$ cat src/rtl/dmem_pkg.sv
// dmem_pkg: shared FSM encoding, counter width and lane helpers for the data-memory stage.
package dmem_pkg;

  typedef enum logic [1:0] {
    ST_IDLE = 2'd0,
    ST_WAIT = 2'd1,
    ST_RESP = 2'd2
  } dmem_state_e;

  localparam int         CNT_W   = 4;
  localparam logic [3:0] BE_FULL = 4'b1111;

  // Expand a 4-bit lane enable into a 32-bit data mask.
  function automatic logic [31:0] lane_mask(input logic [3:0] be);
    logic [31:0] m;
    m = '0;
    for (int k = 0; k < 4; k++) begin
      m[8*k +: 8] = {8{be[k]}};
    end
    return m;
  endfunction

endpackage

$ cat src/rtl/dmem_if.sv
// dmem_if: core-to-data-memory request/response bundle.
// The master side is the core; the slave side is dmem_ctrl.
interface dmem_if;
  logic        req_i;
  logic        we_i;
  logic [31:0] addr_i;
  logic [31:0] wdata_i;
  logic [3:0]  be_i;
  logic [31:0] rdata_o;
  logic        ack_o;
  logic        err_o;
  logic        stall_o;

  modport master (
    output req_i, we_i, addr_i, wdata_i, be_i,
    input  rdata_o, ack_o, err_o, stall_o
  );

  modport slave (
    input  req_i, we_i, addr_i, wdata_i, be_i,
    output rdata_o, ack_o, err_o, stall_o
  );
endinterface

$ cat src/rtl/dmem_array.sv
// dmem_array: word storage with per-lane synchronous write and a registered, maskable read port.
// The contents are never cleared; only the read register resets.
module dmem_array #(
  parameter int DEPTH_WORDS = 128,
  parameter int AW          = $clog2(DEPTH_WORDS)
) (
  input  logic          clk_i,
  input  logic          rst_i,
  input  logic          wr_en,
  input  logic          rd_en,
  input  logic          rd_clr,
  input  logic [3:0]    lane_we,
  input  logic [AW-1:0] idx,
  input  logic [31:0]   wdata,
  input  logic [31:0]   rd_mask,
  output logic [31:0]   rdata
);

  logic [31:0] mem [DEPTH_WORDS];

  always_ff @(posedge clk_i) begin
    if (wr_en) begin
      for (int k = 0; k < 4; k++) begin
        if (lane_we[k]) begin
          mem[idx][8*k +: 8] <= wdata[8*k +: 8];
        end
      end
    end
  end

  // Read data holds between loads; a faulting access clears it.
  always_ff @(posedge clk_i) begin
    if (!rst_i) begin
      rdata <= '0;
    end else if (rd_clr) begin
      rdata <= '0;
    end else if (rd_en) begin
      rdata <= mem[idx] & rd_mask;
    end
  end

endmodule

$ cat src/rtl/dmem_ctrl.sv
// dmem_ctrl: data-memory stage with wait-state down-counter, fault check and PC stall.
// Define DMEM_BYTE_EN for byte-lane stores/loads (be==0 faults, alignment ignored).
//
//   state   | meaning
//   --------+-------------------------------------------------------------
//   ST_IDLE | no access in flight; stall follows req_i, request captured
//   ST_WAIT | wait states counting down; stall held high
//   ST_RESP | one-cycle ack/err; array access done on the entering edge
module dmem_ctrl
  import dmem_pkg::*;
#(
  parameter int DEPTH_WORDS = 128,
  parameter int WAIT_CYCLES = 2
) (
  input logic   clk_i,
  input logic   rst_i,
  dmem_if.slave bus
);

  localparam int               AW         = $clog2(DEPTH_WORDS);
  localparam logic [31:0]      ADDR_LIMIT = 32'(DEPTH_WORDS * 4);
  localparam logic [CNT_W-1:0] CNT_LOAD   = CNT_W'(WAIT_CYCLES);
  localparam logic [CNT_W-1:0] CNT_ONE    = CNT_W'(1);

  dmem_state_e      state_q;
  dmem_state_e      state_n;
  logic [CNT_W-1:0] cnt_q;

  logic             we_q;
  logic             fault_q;
  logic [AW-1:0]    idx_q;
  logic [31:0]      wdata_q;
  logic [3:0]       be_q;

  logic             live_fault;
  logic [3:0]       live_be;
  logic [AW-1:0]    live_idx;

  logic             cur_we;
  logic             cur_fault;
  logic [AW-1:0]    cur_idx;
  logic [31:0]      cur_wdata;
  logic [3:0]       cur_be;
  logic [31:0]      cur_mask;

  logic             capture;
  logic             go_resp;
  logic             arr_wr;
  logic             arr_rd;
  logic             arr_clr;

  assign live_idx = bus.addr_i[AW+1:2];

`ifdef DMEM_BYTE_EN
  assign live_fault = (bus.addr_i >= ADDR_LIMIT) || (bus.be_i == 4'b0000);
  assign live_be    = bus.be_i;
`else
  logic unused_be;
  assign unused_be  = ^bus.be_i;
  assign live_fault = (bus.addr_i >= ADDR_LIMIT) || (bus.addr_i[1:0] != 2'b00);
  assign live_be    = BE_FULL;
`endif

  assign capture = (state_q == ST_IDLE) && bus.req_i;

  // With zero wait states the array is accessed on the capture edge, so the
  // access operands come straight from the bus while idle.
  always_comb begin
    cur_we    = we_q;
    cur_fault = fault_q;
    cur_idx   = idx_q;
    cur_wdata = wdata_q;
    cur_be    = be_q;
    if (state_q == ST_IDLE) begin
      cur_we    = bus.we_i;
      cur_fault = live_fault;
      cur_idx   = live_idx;
      cur_wdata = bus.wdata_i;
      cur_be    = live_be;
    end
  end

  assign cur_mask = lane_mask(cur_be);
  assign go_resp  = rst_i && (state_n == ST_RESP);
  assign arr_wr   = go_resp && cur_we && !cur_fault;
  assign arr_rd   = go_resp && !cur_we && !cur_fault;
  assign arr_clr  = go_resp && cur_fault;

  always_ff @(posedge clk_i) begin
    if (!rst_i) begin
      state_q <= ST_IDLE;
    end else begin
      state_q <= state_n;
    end
  end

  always_comb begin
    state_n = state_q;
    unique case (state_q)
      ST_IDLE: if (bus.req_i) state_n = (WAIT_CYCLES > 0) ? ST_WAIT : ST_RESP;
      ST_WAIT: if (cnt_q == CNT_ONE) state_n = ST_RESP;
      ST_RESP: state_n = ST_IDLE;
      default: state_n = ST_IDLE;
    endcase
  end

  always_comb begin
    bus.ack_o   = 1'b0;
    bus.err_o   = 1'b0;
    bus.stall_o = 1'b0;
    unique case (state_q)
      ST_IDLE: bus.stall_o = bus.req_i;
      ST_WAIT: bus.stall_o = 1'b1;
      ST_RESP: begin
        bus.ack_o = 1'b1;
        bus.err_o = fault_q;
      end
      default: ;
    endcase
  end

  always_ff @(posedge clk_i) begin
    if (!rst_i) begin
      cnt_q   <= '0;
      we_q    <= 1'b0;
      fault_q <= 1'b0;
      idx_q   <= '0;
      wdata_q <= '0;
      be_q    <= BE_FULL;
    end else if (capture) begin
      cnt_q   <= CNT_LOAD;
      we_q    <= bus.we_i;
      fault_q <= live_fault;
      idx_q   <= live_idx;
      wdata_q <= bus.wdata_i;
      be_q    <= live_be;
    end else if (state_q == ST_WAIT) begin
      cnt_q <= cnt_q - CNT_ONE;
    end
  end

  dmem_array #(
    .DEPTH_WORDS (DEPTH_WORDS),
    .AW          (AW)
  ) u_array (
    .clk_i   (clk_i),
    .rst_i   (rst_i),
    .wr_en   (arr_wr),
    .rd_en   (arr_rd),
    .rd_clr  (arr_clr),
    .lane_we (cur_be),
    .idx     (cur_idx),
    .wdata   (cur_wdata),
    .rd_mask (cur_mask),
    .rdata   (bus.rdata_o)
  );

endmodule

$ cat src/flat_wrapper.sv
// flat-port wrapper written by rule: the top's interface ports become plain ports
module dmem_ctrl_flat import dmem_pkg::*;
#(
  parameter int DEPTH_WORDS = 128,
  parameter int WAIT_CYCLES = 2
)
  (clk_i, rst_i, bus_req_i, bus_we_i, bus_addr_i, bus_wdata_i, bus_be_i, bus_rdata_o, bus_ack_o, bus_err_o, bus_stall_o);
  dmem_if bus_i ();
  input logic clk_i;
  input logic rst_i;
  input wire logic [$bits(bus_i.req_i)-1:0] bus_req_i;
  input wire logic [$bits(bus_i.we_i)-1:0] bus_we_i;
  input wire logic [$bits(bus_i.addr_i)-1:0] bus_addr_i;
  input wire logic [$bits(bus_i.wdata_i)-1:0] bus_wdata_i;
  input wire logic [$bits(bus_i.be_i)-1:0] bus_be_i;
  output wire logic [$bits(bus_i.rdata_o)-1:0] bus_rdata_o;
  output wire logic [$bits(bus_i.ack_o)-1:0] bus_ack_o;
  output wire logic [$bits(bus_i.err_o)-1:0] bus_err_o;
  output wire logic [$bits(bus_i.stall_o)-1:0] bus_stall_o;
  assign bus_i.req_i = bus_req_i;
  assign bus_i.we_i = bus_we_i;
  assign bus_i.addr_i = bus_addr_i;
  assign bus_i.wdata_i = bus_wdata_i;
  assign bus_i.be_i = bus_be_i;
  assign bus_rdata_o = bus_i.rdata_o;
  assign bus_ack_o = bus_i.ack_o;
  assign bus_err_o = bus_i.err_o;
  assign bus_stall_o = bus_i.stall_o;
  dmem_ctrl #(.DEPTH_WORDS(DEPTH_WORDS), .WAIT_CYCLES(WAIT_CYCLES)) u_core (.clk_i(clk_i), .rst_i(rst_i), .bus(bus_i));
endmodule
$ cat config.mk
export PLATFORM = sky130hd
export DESIGN_NAME = dmem_ctrl_flat
export DESIGN_NICKNAME = d
export VERILOG_FILES = /design/src/rtl/dmem_pkg.sv /design/src/rtl/dmem_if.sv /design/src/rtl/dmem_array.sv /design/src/rtl/dmem_ctrl.sv /design/src/flat_wrapper.sv
export SDC_FILE = /design/constraint.sdc
export NUM_CORES = 2
export LEC_CHECK = 0
export CAP_MARGIN = 20
export CORE_UTILIZATION = 30
export CTS_BUF_LIST = sky130_fd_sc_hd__clkbuf_8
export DETAILED_ROUTE_END_ITERATION = 12
export MAX_ROUTING_LAYER = met4
export PLACE_DENSITY = 0.43
export SYNTH_ARGS = -nofsm -noshare
export SYNTH_HDL_FRONTEND = slang
export SYNTH_SLANG_ARGS = --single-unit
$ cat constraint.sdc
create_clock -name clk_i -period 11.8 [get_ports clk_i]
set_clock_uncertainty 0.15 [all_clocks]
set_input_delay 1.77 -clock clk_i [delete_from_list [all_inputs] [get_ports clk_i]]
set_output_delay 1.77 -clock clk_i [all_outputs]
set_load 0.01 [all_outputs]
After elaboration in Yosys (flattened, before gate mapping)
Memory sizes are Yosys's and may differ from the RTL's. A register that Yosys moved wholly into a read port is not among the register bits.
Cells that the tools add are included.
{"block": "classes", "mux": 14, "magnitude_cmp": 1, "n_addsub": 1, "n_eq_ne": 4, "bitwise_logic": 1, "n_reduce_logical": 15}
{"cell": "greater-or-equal comparator 32 x 10 -> 1 bit, second input constant", "n": 1}
{"cell": "2-to-1 mux 32 bit", "n": 1}
{"cell": "2-to-1 mux 2 bit", "n": 4}
{"cell": "logical AND 1 bit", "n": 7}
{"cell": "2-to-1 mux 7 bit", "n": 1}
{"cell": "2-to-1 mux 1 bit", "n": 6}
{"cell": "== test 2 bit, second input constant", "n": 2}
{"cell": "== test 4 x 1 -> 1 bit, second input constant", "n": 1}
{"cell": "one-hot mux 2 bit (2 select lines)", "n": 1}
{"cell": "nonzero test 2 bit", "n": 2}
{"cell": "OR reduction 2 bit", "n": 2}
{"cell": "subtractor 4 x 1 -> 4 bit, second input constant", "n": 1}
{"cell": "== test 2 x 1 -> 1 bit, second input constant", "n": 1}
{"cell": "logical NOT 1 bit", "n": 2}
{"cell": "logical NOT 2 bit", "n": 1}
{"cell": "one-hot mux 1 bit (2 select lines)", "n": 1}
{"cell": "logical OR 1 bit", "n": 1}
{"cell": "inverter 1 bit", "n": 1}
{"block": "totals", "output_inout_bits": 35, "in_bits": 72, "ff_bits": 47, "ramBits": 4096, "n_memories": 1, "word_cells": 44}
{"name": "u_core.u_array.mem", "words": 128, "width": 32, "rd": 1, "rd_ports_with_merged_regs": 1, "wr": 1, "line": "dmem_array.sv:19", "text": "logic [31:0] mem [DEPTH_WORDS];"}

Longest topological paths before layout
{"block": "depth", "depth_word": 9, "mapped_depth": 14, "depth_no_buf": 8}

Modules after synthesis
From an unflattened synthesis, not the netlist that was laid out.
{"block": "unflattened", "hier_cells": 9540, "area_unflattened_um2": 160869.3}
{"mod": "dmem_array", "instances": 1, "cells_per_inst": 9355, "area_each_um2": 158769.8, "seq_area_each_um2": 123638.6}
{"mod": "dmem_ctrl", "instances": 1, "cells_per_inst": 185, "area_each_um2": 2099.5, "seq_area_each_um2": 940.9}

Worst setup path after synthesis
Ideal clock, no wire load.
{"block": "synth_timing", "kind": "input-to-reg", "start": "in bus_addr_i[4]", "end": "mem u_core.u_array.mem[111][0], enable pin", "setup_time_ns": 0.421, "setup_slack_ns": 6.054, "n_path_buf": 7, "t_arrival_ns": 5.175, "cell_stages": 11, "required_ns": 11.229, "cell_sequence": "buf_2 -> or3b_2 -> buf_2 -> o2bb2ai_1 -> buf_2 -> buf_4 -> buf_2 -> buf_2 -> nand2_1 -> clkbuf_1 -> nor2_1"}
{"block": "synth_between", "elab_chain_cells": 7, "elab_cells_between_ends": 8, "cone_classes": "order compare: 1; mux: 4; reduce/logical: 3"}
{"element": "from (decl)", "line": "flat_wrapper.sv:13", "text": "input wire logic [$bits(bus_i.addr_i)-1:0] bus_addr_i;"}
{"element": "greater-or-equal comparator 32 x 10 -> 1 bit", "line": "dmem_ctrl.sv:60", "text": "assign live_fault = (bus.addr_i >= ADDR_LIMIT) || (bus.addr_i[1:0] != 2'b00);"}
{"element": "logical OR 1 bit", "line": "dmem_ctrl.sv:60"}
{"element": "2-to-1 mux 1 bit", "line": "dmem_ctrl.sv:74", "text": "if (state_q == ST_IDLE) begin"}
{"element": "logical NOT 1 bit", "line": "dmem_ctrl.sv:85", "text": "assign arr_wr = go_resp && cur_we && !cur_fault;"}
{"element": "logical AND 1 bit", "line": "dmem_ctrl.sv:85"}
{"element": "2-to-1 mux 1 bit", "line": "dmem_array.sv:22", "text": "if (wr_en) begin"}
{"element": "2-to-1 mux 1 bit (not written as such)", "line": "dmem_array.sv:25", "text": "mem[idx][8*k +: 8] <= wdata[8*k +: 8];"}
{"element": "to (decl)", "line": "dmem_array.sv:19"}
Parallel ways exist; a longest one is shown, timed or not.

Final worst setup path
{"block": "layout_timing", "start": "in bus_addr_i[2]", "end": "reg u_core.u_array.rdata[9] (read register of u_core.u_array.mem)"}
{"block": "layout_between", "elab_chain_cells": 5, "elab_cells_between_ends": 8, "cone_classes": "order compare: 1; mux: 2; reduce/logical: 5"}
{"element": "greater-or-equal comparator 32 x 10 -> 1 bit", "line": "dmem_ctrl.sv:60"}
{"element": "logical OR 1 bit", "line": "dmem_ctrl.sv:60"}
{"element": "2-to-1 mux 1 bit", "line": "dmem_ctrl.sv:74"}
{"element": "logical AND 1 bit or logical NOT 1 bit (tied branches)", "line": "dmem_ctrl.sv:87, dmem_ctrl.sv:86"}
{"element": "OR reduction 2 bit (no source line) or logical AND 1 bit (tied branches)"}
{"element": "to (decl)", "line": "dmem_array.sv:16", "text": "output logic [31:0] rdata"}
Parallel ways exist; a longest one is shown, timed or not.
A chain may end at the register's enable or synchronous reset.

==> out/metrics.csv <==
metric;value;unit
status;finished, final reports clean;
wire_per_inst;32.9;µm
netlist_instances;9448;
grt_first_pass_wirelength;777000;µm
firstDrtPassIters;10;
final_nets;10084;
worstPathRequired;12.76;ns
worstSetupPathType;input pin to flip-flop;
slowest_stage;a21oi_2;
syn-num-nets;9522;
tightestPinTransition;1.26;ns
synth_top_area_share;0.780;
synth_top_family_by_area;compound AO/OA/AOI/OAI gates;
cts-buffers-inserted;698;
synth_seq_cells;4175;
clkPwrFrac;0.363;
start_util;0.302;
synth_compound_area_frac;0.105;
synth-xor-area-share;0.000167;
setup_viol;0;
hp-class;flip-flop to flip-flop;
syn_area;158000;µm²
fin_crit_sh;0.535;
layout_commonest_cell;edfxtp_1;
final-max-slew-violation-count;0;
routed_wl;577000;µm
arrival;7.28;ns
finalHoldViolations;0;
clock_tree.buffer_depth;4;
route.detailed.drc;0;
placed_cells;16248;
cts_htree_levels;6;
clkTransAtPathRegs;0.06;ns
postCtsSetupBuffers;0;
max-slew-margin-rel;0.136;
dpl.hpwl;316000;µm
cts-root-buf;clkbuf_8;
coreArea;522000;µm²
yosys.area_share.simple;0.0387;
crit_chain;clkdlybuf4s50_1, buf_4, nor3b_2, buf_4, nor2_4, buf_4, buf_4, mux2i_1, o22ai_1, o21ai_0, a41oi_1, a21oi_2, a31oi_1;
overflow;0;
die-area;529000;µm²
ys_warn_count;0;
drtAntennaViolNets;0;
hold_path_startpoint;u_core.wdata_q[24];
crit_path_start;bus_addr_i[2];
fillers;49663;
final_cell_mix;edfxtp_1, nand2_1, clkbuf_8;
antenna_found_initial;58;
powerDensity;176;nW/µm²
worstSetupStartpointType;input pin;
crit_path_max_fanout;52;
avgViaCountPerCell;5.40;
yosysTopAreaCell;edfxtp_1;
internal-power;0.0234;W
first_global_vias;92594;
drive_above_1_share;0.143;
synth-adder-area-share;0.000159;
final_util;0.349;
pwr-share-comb;0.117;
die_y;727;µm
synth-async-reset-ratio;0;
p_leak;59.5;nW
tritoncts;yes;
stdcell_count;17515;
areaGrowthSynthToFinish;15.5;%
placement.io_buffers;102;
die_x;727;µm
cts_resized;0;
synth_ff_type;edfxtp_1;
min_period;6.32;ns
max_freq;0.158;GHz
slowest_delay;0.86;ns
grt_setup_unrepaired;false;
grt_start_max_net_pins;118;
cpMostUsedCell;buf_4;
ys_top_cells_by_area;edfxtp_1, mux2i_1, nand2_1;
dp_slack;4.00;ns
timing.setup.tns;0;ns
seqPwrFrac;0.520;
cp-end-kind;flip-flop;
p_sw;0.00875;W
rows;265;
track_usage;0.217;
cts.sinks;4175;
ys_seq_area_frac;0.790;
synth.avg_cell_area;16.7;µm²
hold_buffers;0;
synth_edf_count;4096;
swShare;0.272;
setup_ws;5.48;ns
cap_violations;0;
synthMuxAreaShare;0.0483;
first_iter_violations;12045;
vias;94637;
clkLatencyLatePin;1.29;ns
place_congestion;0.823;
ir_worst_vdd;0.142;mV
hold_slack;0.328;ns
pin_count;107;
yosys.cell_types.count;78;
timing.rr.start;u_core.state_q[1];
## cell families after synthesis
family,count (synthesis)
DFF,4175
and+or+nand+nor,1503
AOI/OAI and AO/OA,2352
adders and majority gates,2
muxes,755
buffers and inverters,658
xor gates and xnor gates,3
## final timing paths
path	end	slack (ns)	depth (start not counted)
max	u_core.u_array.rdata[9]	5.48	13
min	u_core.wdata_q[24]	0.33	1
max reg2reg	u_core.u_array.rdata[9]	5.80	11
min reg2reg	u_core.wdata_q[24]	0.33	1
## state kept, by name, summed over array words and instances, names as in the netlist
signal / cells
u_core.u_array.mem: 4096
u_core.we_q: 1
u_core.idx_q: 7
u_core.cnt_q: 4
u_core.state_q: 2
u_core.wdata_q: 32
u_core.fault_q: 1
u_core.u_array.rdata: 32
## per-layer routing
metal  GRT usage  vias to the layer above  routed length, µm
met1       0.289                    50139             246000
met3      0.0352                      825              42800
li1            -                    39447                  -
met4      0.0643                        0              18200
met2       0.342                     4226             270000
met5           -                        -                  0
## power by group through the flow
stage	Sequential (W)	Combinational, W	Clock (W)
floorplan	0.0171	0.00186	0
global placement	0.0170	0.00368	0
detailed placement	0.0170	0.00373	0
CTS	0.0167	0.00374	0.0119
global route	0.0167	0.00390	0.0125
finish	0.0167	0.00374	0.0117
## cell type report
type / instances / area, µm² / area share
timing repair buffer: 501 / 4330 / 0.0238
tap: 6942 / 8690 / 0.0477
antenna: 36 / 90.1 / 0.000495
clock buffer: 726 / 9990 / 0.0549
sequential: 4175 / 125000 / 0.684
inverter: 19 / 71.3 / 0.000392
clock inverter: 501 / 2330 / 0.0128
multi-input combinational: 4615 / 32000 / 0.176
## synth_stat cells (16+ instances only)
master / n
a41oi_1: 29
o22ai_1: 349
clkbuf_1: 310
nor3_1: 24
nor2_1: 320
dfxtp_1: 79
a21oi_1: 565
a222oi_1: 291
nand2_1: 975
a22oi_1: 143
nand3_1: 52
nor4_1: 71
a22o_1: 181
mux2_2: 43
a221oi_1: 92
a211oi_1: 43
a221o_1: 29
buf_2: 222
a31oi_1: 60
nand4_1: 16
inv_1: 19
edfxtp_1: 4096
o221ai_1: 56
buf_1: 89
o21ai_0: 291
o211ai_1: 34
mux2i_1: 709
a2111oi_0: 84
## stage by stage
| stage | total power [W] | area (µm²) |
|---|---|---|
| floorplan | 0.0189 | 158000 |
| global placement | 0.0207 | 170000 |
| detailed placement | 0.0207 | 170000 |
| CTS | 0.0324 | 182000 |
| global route | 0.0331 | 182000 |
| finish | 0.0321 | 182000 |
## worst max-delay path: cells and delay by family
| kind | cells | cell delay, ns |
|---|---|---|
| compound gates | 5 | 2.29 |
| buf+inv | 5 | 2.31 |
| mux | 1 | 0.27 |
| simple gates | 2 | 0.56 |
Note: power is estimated with default switching activity, not from simulation.
